===== config.mk =====
export PLATFORM = sky130hd
export DESIGN_NAME = message_writer
export DESIGN_NICKNAME = d
export VERILOG_FILES = /design/src/rtl/message_pkg.sv /design/src/rtl/button_conditioner.sv /design/src/rtl/message_writer.sv
export SDC_FILE = /design/constraint.sdc
export NUM_CORES = 1
export LEC_CHECK = 0
export BUFFER_PORTS_ARGS = -buffer_cell sky130_fd_sc_hd__buf_4
export CAP_MARGIN = 40
export CORE_ASPECT_RATIO = 1.1
export CORE_MARGIN = 2
export CORE_UTILIZATION = 40
export CTS_BUF_LIST = sky130_fd_sc_hd__clkbuf_16
export DETAILED_ROUTE_END_ITERATION = 10
export PLACE_DENSITY = 0.69
export SETUP_SLACK_MARGIN = 0.02
export SYNTH_ARGS = -nofsm -noshare
export SYNTH_HDL_FRONTEND = slang
export SYNTH_HIERARCHICAL = 1
export SYNTH_SLANG_ARGS = --single-unit

===== constraint.sdc =====
create_clock -name clk -period 1.95 [get_ports clk]
set_input_delay 0.0975 -clock clk [delete_from_list [all_inputs] [get_ports clk]]
set_output_delay 0.0975 -clock clk [all_outputs]
set_load 0.05 [all_outputs]

===== src/rtl/message_pkg.sv =====
// message_pkg: shared types and constants for the message writer and its button conditioners.
package message_pkg;
    localparam int MSG_DIGITS       = 16;
    localparam int MSG_BITS         = 32;
    localparam int BUF_BITS         = 2 * MSG_BITS;
    localparam int COUNT_BITS       = $clog2(MSG_DIGITS + 1);
    localparam int DEBOUNCE_DEFAULT = 250000;

    typedef logic [3:0] nibble_t;
    typedef enum logic [1:0] {EDIT, FULL, COMMIT} state_t;

    // Digit 0 is the most significant nibble, so digit k starts at bit 4*(15-k).
    function automatic logic [5:0] nibble_lsb(input logic [3:0] idx);
        return {~idx, 2'b00};
    endfunction
endpackage


===== src/rtl/button_conditioner.sv =====
// button_conditioner: 2-flop synchronizer, debounce counter and rising-edge one-shot;
// emits one single-cycle pulse per accepted press.
module button_conditioner import message_pkg::*; #(
    parameter int DEBOUNCE_CYCLES = DEBOUNCE_DEFAULT
) (
    input  logic clk,
    input  logic reset,
    input  logic btn,
    output logic pulse
);
    localparam int CW = $clog2(DEBOUNCE_CYCLES + 1);

    logic          sync1_q, sync2_q;
    logic          level_q, level_d;
    logic          level_prev_q;
    logic          pulse_q, pulse_d;
    logic [CW-1:0] cnt_q, cnt_d;
    logic          done;

    // Any sample that matches the accepted level restarts the stability window.
    assign done = cnt_q == CW'(DEBOUNCE_CYCLES - 1);

    always_comb begin
        level_d = (sync2_q != level_q && done) ? sync2_q : level_q;
        cnt_d   = (sync2_q == level_q || done) ? '0 : cnt_q + 1'b1;
        pulse_d = level_q & ~level_prev_q;
    end

    always_ff @(posedge clk) begin
        if (reset) begin
            sync1_q      <= 1'b0;
            sync2_q      <= 1'b0;
            level_q      <= 1'b0;
            level_prev_q <= 1'b0;
            pulse_q      <= 1'b0;
            cnt_q        <= '0;
        end else begin
            sync1_q      <= btn;
            sync2_q      <= sync1_q;
            level_q      <= level_d;
            level_prev_q <= level_q;
            pulse_q      <= pulse_d;
            cnt_q        <= cnt_d;
        end
    end

    assign pulse = pulse_q;
endmodule


===== src/rtl/message_writer.sv =====
// message_writer: button-driven 16-digit hex entry buffer published as two 32-bit messages.
// Optional entry preview ports hex3..hex0 when MESSAGE_WRITER_ECHO_EN is defined.
module message_writer import message_pkg::*; #(
    parameter int DEBOUNCE_CYCLES = DEBOUNCE_DEFAULT
) (
    input  logic                  clk,
    input  logic                  reset,
    input  logic [3:0]            digit_in,
    input  logic                  btn_write,
    input  logic                  btn_commit,
    input  logic                  btn_clear,
    output logic [MSG_BITS-1:0]   message1,
    output logic [MSG_BITS-1:0]   message2,
    output logic                  msg_valid,
    output logic [COUNT_BITS-1:0] count,
    output logic                  full
`ifdef MESSAGE_WRITER_ECHO_EN
    ,
    output logic [3:0]            hex3,
    output logic [3:0]            hex2,
    output logic [3:0]            hex1,
    output logic [3:0]            hex0
`endif
);
    logic                  wr_p, cmt_p, clr_p;
    logic                  wr_accept;
    state_t                state_q, state_d;
    logic [COUNT_BITS-1:0] count_q, count_d;
    logic [BUF_BITS-1:0]   edit_q, edit_d;
    logic [MSG_BITS-1:0]   msg1_q, msg1_d, msg2_q, msg2_d;
    logic                  msg_valid_q, msg_valid_d;

    button_conditioner #(.DEBOUNCE_CYCLES(DEBOUNCE_CYCLES)) u_write (
        .clk(clk), .reset(reset), .btn(btn_write), .pulse(wr_p)
    );
    button_conditioner #(.DEBOUNCE_CYCLES(DEBOUNCE_CYCLES)) u_commit (
        .clk(clk), .reset(reset), .btn(btn_commit), .pulse(cmt_p)
    );
    button_conditioner #(.DEBOUNCE_CYCLES(DEBOUNCE_CYCLES)) u_clear (
        .clk(clk), .reset(reset), .btn(btn_clear), .pulse(clr_p)
    );

    // A write only lands in EDIT and only when no higher-priority pulse shares its cycle.
    assign wr_accept = wr_p && !cmt_p && !clr_p && state_q == EDIT;

    always_ff @(posedge clk) begin
        if (reset) state_q <= EDIT;
        else       state_q <= state_d;
    end

    always_comb begin
        state_d = (clr_p || state_q == COMMIT) ? EDIT :
                  cmt_p                         ? COMMIT :
                  (wr_accept && count_q == COUNT_BITS'(MSG_DIGITS - 1)) ? FULL : state_q;
    end

    always_comb begin
        edit_d      = edit_q;
        count_d     = count_q;
        msg1_d      = msg1_q;
        msg2_d      = msg2_q;
        msg_valid_d = 1'b0;
        if (clr_p) begin
            edit_d  = '0;
            count_d = '0;
        end else if (state_q == COMMIT) begin
            msg1_d      = edit_q[BUF_BITS-1 -: MSG_BITS];
            msg2_d      = edit_q[MSG_BITS-1:0];
            msg_valid_d = 1'b1;
            count_d     = '0;
        end else if (wr_accept) begin
            edit_d[nibble_lsb(count_q[3:0]) +: 4] = digit_in;
            count_d = count_q + 1'b1;
        end
    end

    always_ff @(posedge clk) begin
        if (reset) begin
            edit_q      <= '0;
            count_q     <= '0;
            msg1_q      <= '0;
            msg2_q      <= '0;
            msg_valid_q <= 1'b0;
        end else begin
            edit_q      <= edit_d;
            count_q     <= count_d;
            msg1_q      <= msg1_d;
            msg2_q      <= msg2_d;
            msg_valid_q <= msg_valid_d;
        end
    end

    assign message1  = msg1_q;
    assign message2  = msg2_q;
    assign msg_valid = msg_valid_q;
    assign count     = count_q;
    assign full      = count_q == COUNT_BITS'(MSG_DIGITS);

`ifdef MESSAGE_WRITER_ECHO_EN
    logic [15:0] echo_q, echo_d;

    always_comb echo_d = clr_p ? '0 : wr_accept ? {echo_q[11:0], digit_in} : echo_q;

    always_ff @(posedge clk) begin
        if (reset) echo_q <= '0;
        else       echo_q <= echo_d;
    end

    assign {hex3, hex2, hex1, hex0} = echo_q;
`endif
endmodule


# Yosys cells after proc, flatten, opt, wreduce, memory -nomap -nowiden
# Cells that the tools add are included.
word_totals:
  regBits: 205
  inputBits: 9
  output_inout_bits: 71
  word_cells: 81
op_classes:
  addsub: 5
  eq_ne: 12
  n_shift: 2
  muxes: 4
  bitwise_logic: 9
  reduce_logical: 24
op_table:
  columns: ["operator", "n"]
  rows:
  - ["$bwmux W64", 1]
  - ["$shift A4 B8 Y64 const A", 1]
  - ["$shiftx A4 B8 Y64", 1]
  - ["$add A18 B1 Y18 const B", 3]
  - ["$eq A18 B18 Y1 const B", 3]
  - ["$reduce_or A2 Y1", 5]
  - ["$neg A6 Y8", 1]
  - ["$logic_and A1 B1 Y1", 7]
  - ["$reduce_or A3 Y1", 2]
  - ["$add A5 B1 Y5 const B", 1]
  - ["$eq A5 B4 Y1 const B", 1]
  - ["$eq A5 B5 Y1 const B", 1]
  - ["$not A1 Y1", 5]
  - ["$logic_or A1 B1 Y1", 4]
  - ["$mux W2", 2]
  - ["$not A4 Y4", 1]
  - ["$reduce_and A2 Y1", 2]
  - ["$and A1 B1 Y1", 3]
  - ["$eq A1 B1 Y1", 3]
  - ["$ne A1 B1 Y1", 3]
  - ["$eq A2 B2 Y1 const B", 1]
  - ["$logic_not A1 Y1", 2]
  - ["$logic_not A2 Y1", 1]
  - ["$reduce_bool A2 Y1", 1]
  - ["$mux W1", 1]

# Logic depth before layout (Yosys ltp)
# Gate-level depths: netlist of run 1.
depth:
  ltp_word: 7
  mapped_depth: 8

# Hierarchy
# Netlist of run 1, hierarchy kept.
modules_own_cells:
  columns: ["module", "instances", "cells_per_inst", "area_each_um2", "seq_area_each_um2"]
  rows:
  - ["message_writer", 1, 605, 5328.9, 2722.6]
  - ["button_conditioner", 3, 106, 989.7, 460.4]

# Worst setup path before layout of run 1
# OpenSTA, ideal clock, no wires.
synth_timing:
  path_type: "register to output"
  startpoint: "register count_q[0], in the netlist count[0]"
  endpoint: "output full"
  t_arrival_ns: 2.815
  path_slack_ns: -0.962
  stages_incl_launch_ff: 5
  path_buffers: 1
  cell_sequence: "dfxtp_1 buf_2 inv_1 ha_1 nor4b_1"
synth_between:
  elab_chain_len: 1
synth_rtl:
  columns: ["item", "line", "source"]
  rows:
  - ["start: declaration", "message_writer.sv:28", "logic [COUNT_BITS-1:0] count_q, count_d;"]
  - ["start signal: assignment", "message_writer.sv:86", "count_q <= count_d;"]
  - ["$eq A5 B5 Y1", "message_writer.sv:97", "assign full = count_q == COUNT_BITS'(MSG_DIGITS);"]
  - ["end: declaration", "message_writer.sv:16", "output logic full"]
# Every way passes these cells.

# Worst setup path after layout of run 1
# Same ends and word-level chain as after synthesis.

==> results of run 1 <==
metrics by stage:
| step | cells | worst slack (ps) | hold slack (ps) | cell area, µm² |
|---|---|---|---|---|
| after CTS | 1278 | 23.9 | 13.4 | 10100 |
| after floorplan | 923 | 41.9 | 169 | 8340 |
| final | 1280 | 82.8 | 25.7 | 10100 |
| after global placement | 1232 | 98.0 | 308 | 9260 |
| after detailed placement | 1232 | 39.5 | 319 | 9260 |
| after global routing | 1280 | 3.94 | 41.1 | 10100 |
how the worst max path moves through the flow:
stage / depth (start not counted) / end
after global routing: 4 / full
after CTS: 6 / edit_q[48]
after floorplan: 4 / edit_q[4]
final: 4 / full
after global placement: 6 / edit_q[51]
after detailed placement: 6 / edit_q[51]
layer usage:
layer | vias to the layer above | track usage [%]
li1 | 3299 | -
met1 | 3032 | 21.8
met2 | 101 | 27.4
met3 | 27 | 3.54
met4 | 0 | 4.05
met5 | - | 0
cell type report:
| cell class | count | share of cell area (%) |
|---|---|---|
| repair buffers | 107 | 8.73 |
| clock inverters | 17 | 2.09 |
| multi-input cells | 653 | 39.2 |
| inverters | 20 | 0.742 |
| flip-flops and latches | 205 | 40.6 |
| clock buffers | 22 | 5.44 |
| well taps | 256 | 3.17 |
cell families after synthesis:
kind of cell,Yosys count,share of synthesized area (%)
compound gates,94,6.68
xor+xnor,54,6.02
fa+ha+maj,7,1.06
buf+inv,65,3.32
flops,205,49.5
mux,59,7.12
simple gates,439,26.4
layout by cell type (no fill, tap or decap), types with 4 or more instances in the layout:
cell	n
o31ai_1	4
nor4b_1	6
nand4_1	12
ha_1	5
nand4_4	8
inv_1	19
dfxtp_1	203
nand2_1	213
nor3_1	18
xnor2_1	49
nor2b_1	7
nand2b_1	10
nand3_1	37
o21ai_0	6
clkinvlp_4	4
a21oi_1	72
mux2i_1	59
bufinv_16	4
clkbuf_16	22
nor2_1	71
nand4b_1	4
buf_12	5
nand3b_1	4
clkinv_2	4
buf_4	95
dlygate4sd3_1	7
nor4_1	18
worst register-to-register path, delay by kind of cell, from the launching register on:
kind	cells	cell delay, ps
buffers and inverters	2	250
multiplexers	1	180
AND/OR/NAND/NOR	3	660
flip-flops	1	410
adder cells (fa/ha/maj)	1	260
power groups by stage:
stage               Combinational [µW]  Sequential (µW)  Clock (µW)
floorplan                         83.9             4290           0
global placement                   142             4290           0
detailed placement                 142             4290           0
CTS                                154             4200        4430
global route                       167             4200        4600
finish                             153             4200        4320
sequential cells by signal (all words and copies together) (netlist names), 2 cells and up:
name	count
edit_q	64
u_commit/cnt_q	18
u_write/cnt_q	18
count	5
state_q	2
u_clear/cnt_q	18
message1	32
message2	32
what timing repair did:
action                                 CTS  global route
setup endpoints to repair                0            15
resized for setup                        0             3
buffers inserted                         0             2
hold buffers                             7             0
endpoints found under the hold margin   30             0
==> summary.md, run 1 <==
| Metric | Value |
|---|---|
| Cell with the most instances after synthesis | nand2_1 |
| Final worst path period share | between 90% and 100% |
| Met3 wire length | about 840 µm |
| Worst-case clock skew | 21.9 ps |
| #FFs+latches synth | 205 |
| Clock Sinks | slightly above 200 |
| DRC Markers | 0 |
| Clk buf depth | 3 |
| Number of DRC markers in iteration 0 | between 400 and 500 |
| DR top layer | met4 |
| H-tree depth | 1 |
| RSZ-0062 raised after global routing | true |
| Register area | a little over 4000 µm² |
| Worst IR Drop VDD | around 0.00052 V |
| Core footprint | 20,400 µm² |
| CP top delay family | flip-flops |
| Worst hold-check path type | primary input to flip-flop |
| Final GP Congestion | ~0.84 |
| Comb power frac | about 1.8% |
| CTS buffer count | 22 |
| NumNets Final | 1,025 |
| Slowest CP cell | dfxtp_4 |
| Synth cell count leaders | 213 x nand2_1, 205 x dfxtp_1, 73 x nor2_1 |
| CP startpoint | count[0] |
| Register area share after synthesis | 49.5% |
| Synthesis-to-layout area growth | 21.9% |
| Yosys top cell area share | between 40% and 50% |
| Drt pass-1 iters | 7 |
| Slew margin rel. | ~65% |
| Sum Neg Setup Slack | 0 ps |
| Slew @ Worst Pin | 531 ps |
| Aggregate global-route resource usage | 16.5% |
| Die Y | approximately 160 µm |
| Hold endpoint | u_clear/sync2_q |
| R2R depth | 7 |
| Io pins | 80 |
| Internal power | approximately 7000 µW |
| Setup CP Type | flip-flop to output port |
| Total power | just under 9000 µW |
| Mapped Nets | approximately 940 |
| Reg power frac | between 40% and 50% |
| Vias | 6,459 |
| Slew Limit Fails | 0 |
| Util after Layout | between 40% and 50% |
| HP Start | reset |
| Critical Path, Cell by Cell | inv_2, ha_4, nor4b_2, buf_4 |
| Core Rows | 55 |
| Layout cell share with drive strength beyond 1 | between 15 and 20% |
| Run status | complete, no violations |
| Hold Crit Depth | 2 |
| Crit path DAT | 1770 ps |
| Period minus WS final | about 1900 ps |
| Ant diodes | 0 |
| Synth top area cells | dfxtp_1 49%, nand2_1 9.6%, mux2i_1 7.1%, xnor2_1 5.2%, a21oi_1 4.3% |
| Max-Cap Viols | 0 |
| Ys flop type | dfxtp_1 |
| Die width | 141 µm |
| Reg-to-Reg Start | count[0] |
| Initial core utilization | slightly above 40% |
| Number of global-route vias before repair | between 5,000 and 6,000 |
| Worst-path clk slew | approximately 60 ps |
| Yosys cell types | slightly below 50 |
| ANT nets after route | 0 |
| Wire per inst | around 14 µm |
| # fillers | roughly 1,900 |
| CP peak stage delay | 380 ps |
| Synth async-reset ratio | 0% |
| Yosys Warn Count | 6 |
| CP bufs+invs | 2 |
| Overflow after GRT | 0 |
| Fmax | ~0.54 GHz |
| Initial antenna violation count | 0 |
| Synth Cell Area | approximately 8300 µm² |
| Detailed placement HPWL | roughly 13,000 µm |
| Routed WL | about 18,000 µm |
| Psw | 1820 µW |
| Worst EP required | approximately 1900 ps |
| Power Density | approximately 860 nW/µm² |
| Fin. Hold Viols | 0 |
| Die Area | approximately 22,000 µm² |
| IO Port Bufs | between 70 and 80 |
| First-pass GRT wire length | ~30,000 µm |
| Setup violations, final | 0 |
| Largest net degree at the start of global routing | 66 |
| Latest clock arrival within the worst-skew pair | between 500 and 600 ps |
| Avg Vias per Cell | 5.05 |
| Clock Power Share | around 50% |
| Largest area contributor in the netlist | dfxtp_1 |
| DRT met1 WL | between 8000 and 9000 µm |
| Setup crit end kind | output port |
| CTS tree | yes |
| Multi-input gate area | approximately 4000 µm² |
| Clock root buffer | clkbuf_16 |
| End of the worst register-to-register path | edit_q[48] |
| P_leak | ~0.0038 µW |
| Switching share of total power | 21.0% |
| DR WL met2 | between 8000 and 9000 µm |
| Syn Area/Cell | between 8 and 9 µm² |
| Post-synth EDFFs | 0 |
| CP max FO | 10 |
| CP Launch Type | flip-flop |
| Post-Syn Instances | slightly above 900 |
| Setup slack, reg-to-reg | ~130 ps |
(Power assumes the default switching activity.)
==> run 2: changes to the inputs <==
Settings changed: GPL_TIMING_DRIVEN set to 0, PLACE_DENSITY 0.69 to 0.65.
==> summary.md, run 2 (same netlist as run 1, synthesis figures left out) <==
| Metric | Value |
|---|---|
| Run status | complete, no violations |
| Worst IR Drop VDD | 0.000499 V (-4.8%) |
| Vias | 6,592 (+2.1%) |
| Fin. Hold Viols | 0 (unchanged) |
| Period minus WS final | 1880 ps (+15.4 ps) |
| Clock root buffer | clkbuf_16 |
| CP most frequent cell | buf_6 |
| DRC Markers | 0 (unchanged) |
| Aggregate global-route resource usage | 16.9% (+0.45 points) |
| Die Y | 155 µm (unchanged) |
| Psw | 1730 µW (-4.9%) |
| Final GP Congestion | 0.859 (+2.3%) |
| Detailed placement HPWL | 13,400 µm (+6.2%) |
| IO Port Bufs | 76 (-3.8%) |
| Wire per inst | 14.4 µm (+0.23%) |
| Clock Sinks | 205 (unchanged) |
| RSZ-0062 raised after global routing | true |
| ANT nets after route | 0 (unchanged) |
| R2R depth | 9 (+2) |
| H-tree depth | 1 (unchanged) |
| Setup slack after layout | 67.4 ps (-15.4 ps) |
| Most frequent cells in the layout | 213 x nand2_1, 203 x dfxtp_1, 93 x buf_4 |
| Max-Cap Viols | 0 (unchanged) |
| Comb power frac | 2.0% (+0.2 points) |
| End of the worst register-to-register path | edit_q[51] |
| Placement-stage cell area | 9230 µm² (-0.38%) |
| Setup crit end kind | flip-flop |
| Critical Path, Cell by Cell | buf_8, inv_4, ha_4, nor4bb_4, and2_4, buf_6, nand3b_1, buf_6, mux2i_1 |
| Die Area | 21,900 µm² (unchanged) |
| Worst hold-check path type | primary input to flip-flop |
| Slew @ Worst Pin | 606 ps (+74.7 ps) |
| Initial core utilization | 40.6% (unchanged) |
| Core Rows | 55 (unchanged) |
| Avg Vias per Cell | 5.00 (-0.96%) |
| Power Density | 796 nW/µm² (-7.2%) |
| Drt pass-1 iters | 6 (-1) |
| Hold Crit Depth | 3 (+1) |
| Util after Layout | 49.8% (+0.25 points) |
| CP max FO | 6 (-4) |
| Design area | 10,200 µm² (+0.51%) |
| Reg-to-Reg Start | count[0] |
| Internal power | 6360 µW (-7.2%) |
| Slowest CP cell | dfxtp_4 |
| CTS tree | yes |
| Routed WL | 19,000 µm (+3.3%) |
| Slew Limit Fails | 0 (unchanged) |
| Overflow after GRT | 0 (unchanged) |
| Io pins | 80 (unchanged) |
| Worst-case clock skew | 14.1 ps (-7.80 ps) |
| Final worst path period share | 96.5% (+0.79 points) |
| Total power | 8090 µW (-6.7%) |
| Hold endpoint | edit_q[21] |
| Commonest non-fill, non-tap cell in the layout | nand2_1 |
| Initial antenna violation count | 0 (unchanged) |
| Worst slack, placed | -178 ps (-217 ps) |
| Core footprint | 20,400 µm² (unchanged) |
| First-pass GRT wire length | 30,600 µm (+1.6%) |
| P_leak | 0.00387 µW (+1.4%) |
| Sum Neg Setup Slack | 0 ps (unchanged) |
| Largest net degree at the start of global routing | 20 (-70%) |
| Synthesis-to-layout area growth | 22.6% |
| Clock Power Share | 46.1% (-3.7 points) |
| Reg power frac | 51.9% (+3.5 points) |
| Die width | 141 µm (unchanged) |
| Largest register FFs | 64 (unchanged) |
| CP peak stage delay | 350 ps (-30 ps) |
| Worst EP required | 2310 ps (+460 ps) |
| Clk buf depth | 3 (unchanged) |
| Ant diodes | 0 (unchanged) |
| CP Launch Type | flip-flop |
| NumNets Final | 1,063 (+3.7%) |
| CTS buffer count | 22 (unchanged) |
| Latest clock arrival within the worst-skew pair | 500 ps (about the same) |
| Setup CP Type | flip-flop to flip-flop |
| Fmax | 0.531 GHz (-0.82%) |
| Setup slack, reg-to-reg | 70 ps (-60 ps) |
| HP Start | digit_in[1] |
| Setup violations, final | 0 (unchanged) |
| Slew margin rel. | 59.6% (-4.9 points) |
| Switching share of total power | 21.4% (+0.40 points) |
| Largest Register | edit_q |
| Number of global-route vias before repair | 6,067 (+2.3%) |
| Number of DRC markers in iteration 0 | 391 (-11%) |
| Crit path DAT | 2240 ps (+470 ps) |
| Layout cell share with drive strength beyond 1 | 16.6% (-0.53 points) |
| Worst-path clk slew | 60 ps (about the same) |
-- run 2: cell types whose count changed in the layout (fill, tap and decap cells not counted), moves of 4 or more --
cell / delta
buf_12: -5
buf_2: +4
buf_6: +5
bufinv_16: -4
clkbuf_1: +25
clkbuf_2: +6
clkinv_1: +6
inv_1: +6
-- run 2: power by group through the flow --
stage          clock (µW)  combinational (µW)  sequential (µW)
5_1_grt              4010                 175             4200
3_3_place_gp            0                 141             4290
4_1_cts              3830                 154             4200
3_5_place_dp            0                 142             4290
6_report             3730                 161             4200
2_1_floorplan           0                83.9             4290
-- run 2: worst max-delay path, delay by kind of cell, from the launching register on --
family	cells	cell delay, ps
multiplexers	1	110
AND/OR/NAND/NOR	3	590
adder cells (fa/ha/maj)	1	230
flip-flops	1	350
buffers and inverters	4	470
-- run 2: what timing repair did --
item                                   in CTS  in global routing
resized for setup                           9                 21
gates cloned                                0                  0
endpoints found under the hold margin      10                  0
setup endpoints to repair                  84                127
hold buffers                                8                  0
setup buffers                               3                 13
pin swaps                                   2                  5
-- run 2: worst max-delay path by stage --
| stage | slack (ps) | start | end |
|---|---|---|---|
| after CTS | 20 | state_q[0] | message1[21] |
| final | 70 | count[0] | edit_q[51] |
| after detailed placement | -180 | state_q[0] | message1[21] |
| after global routing | -5 | u_commit/cnt_q[6] | u_commit/cnt_q[8] |
| after floorplan | 40 | count[2] | edit_q[4] |
| after global placement | -200 | state_q[0] | message1[1] |
-- run 2: cell type report --
class | count | area, µm²
fillers | 1934 | 10300
well taps | 256 | 320
flip-flops and latches | 205 | 4110
multi-input cells | 653 | 4010
clock buffers | 23 | 576
inverters | 20 | 77.6
clock inverters | 17 | 70.1
repair buffers | 100 | 774
plain buffers | 45 | 230
-- run 2: layer usage --
layer	share of wire (%)	vias to the layer above	track usage, %
met5	0	-	0
met4	2.3	0	4.62
met3	5.5	33	3.66
met2	47	139	29.4
met1	45	3048	21.2
li1	-	3372	-
-- run 2: metrics by stage --
stage | hold slack, ps | cells
floorplan | 169 | 923
global placement | 317 | 1255
detailed placement | 314 | 1255
CTS | 1.09 | 1306
global route | 25.8 | 1319
finish | 17.8 | 1319
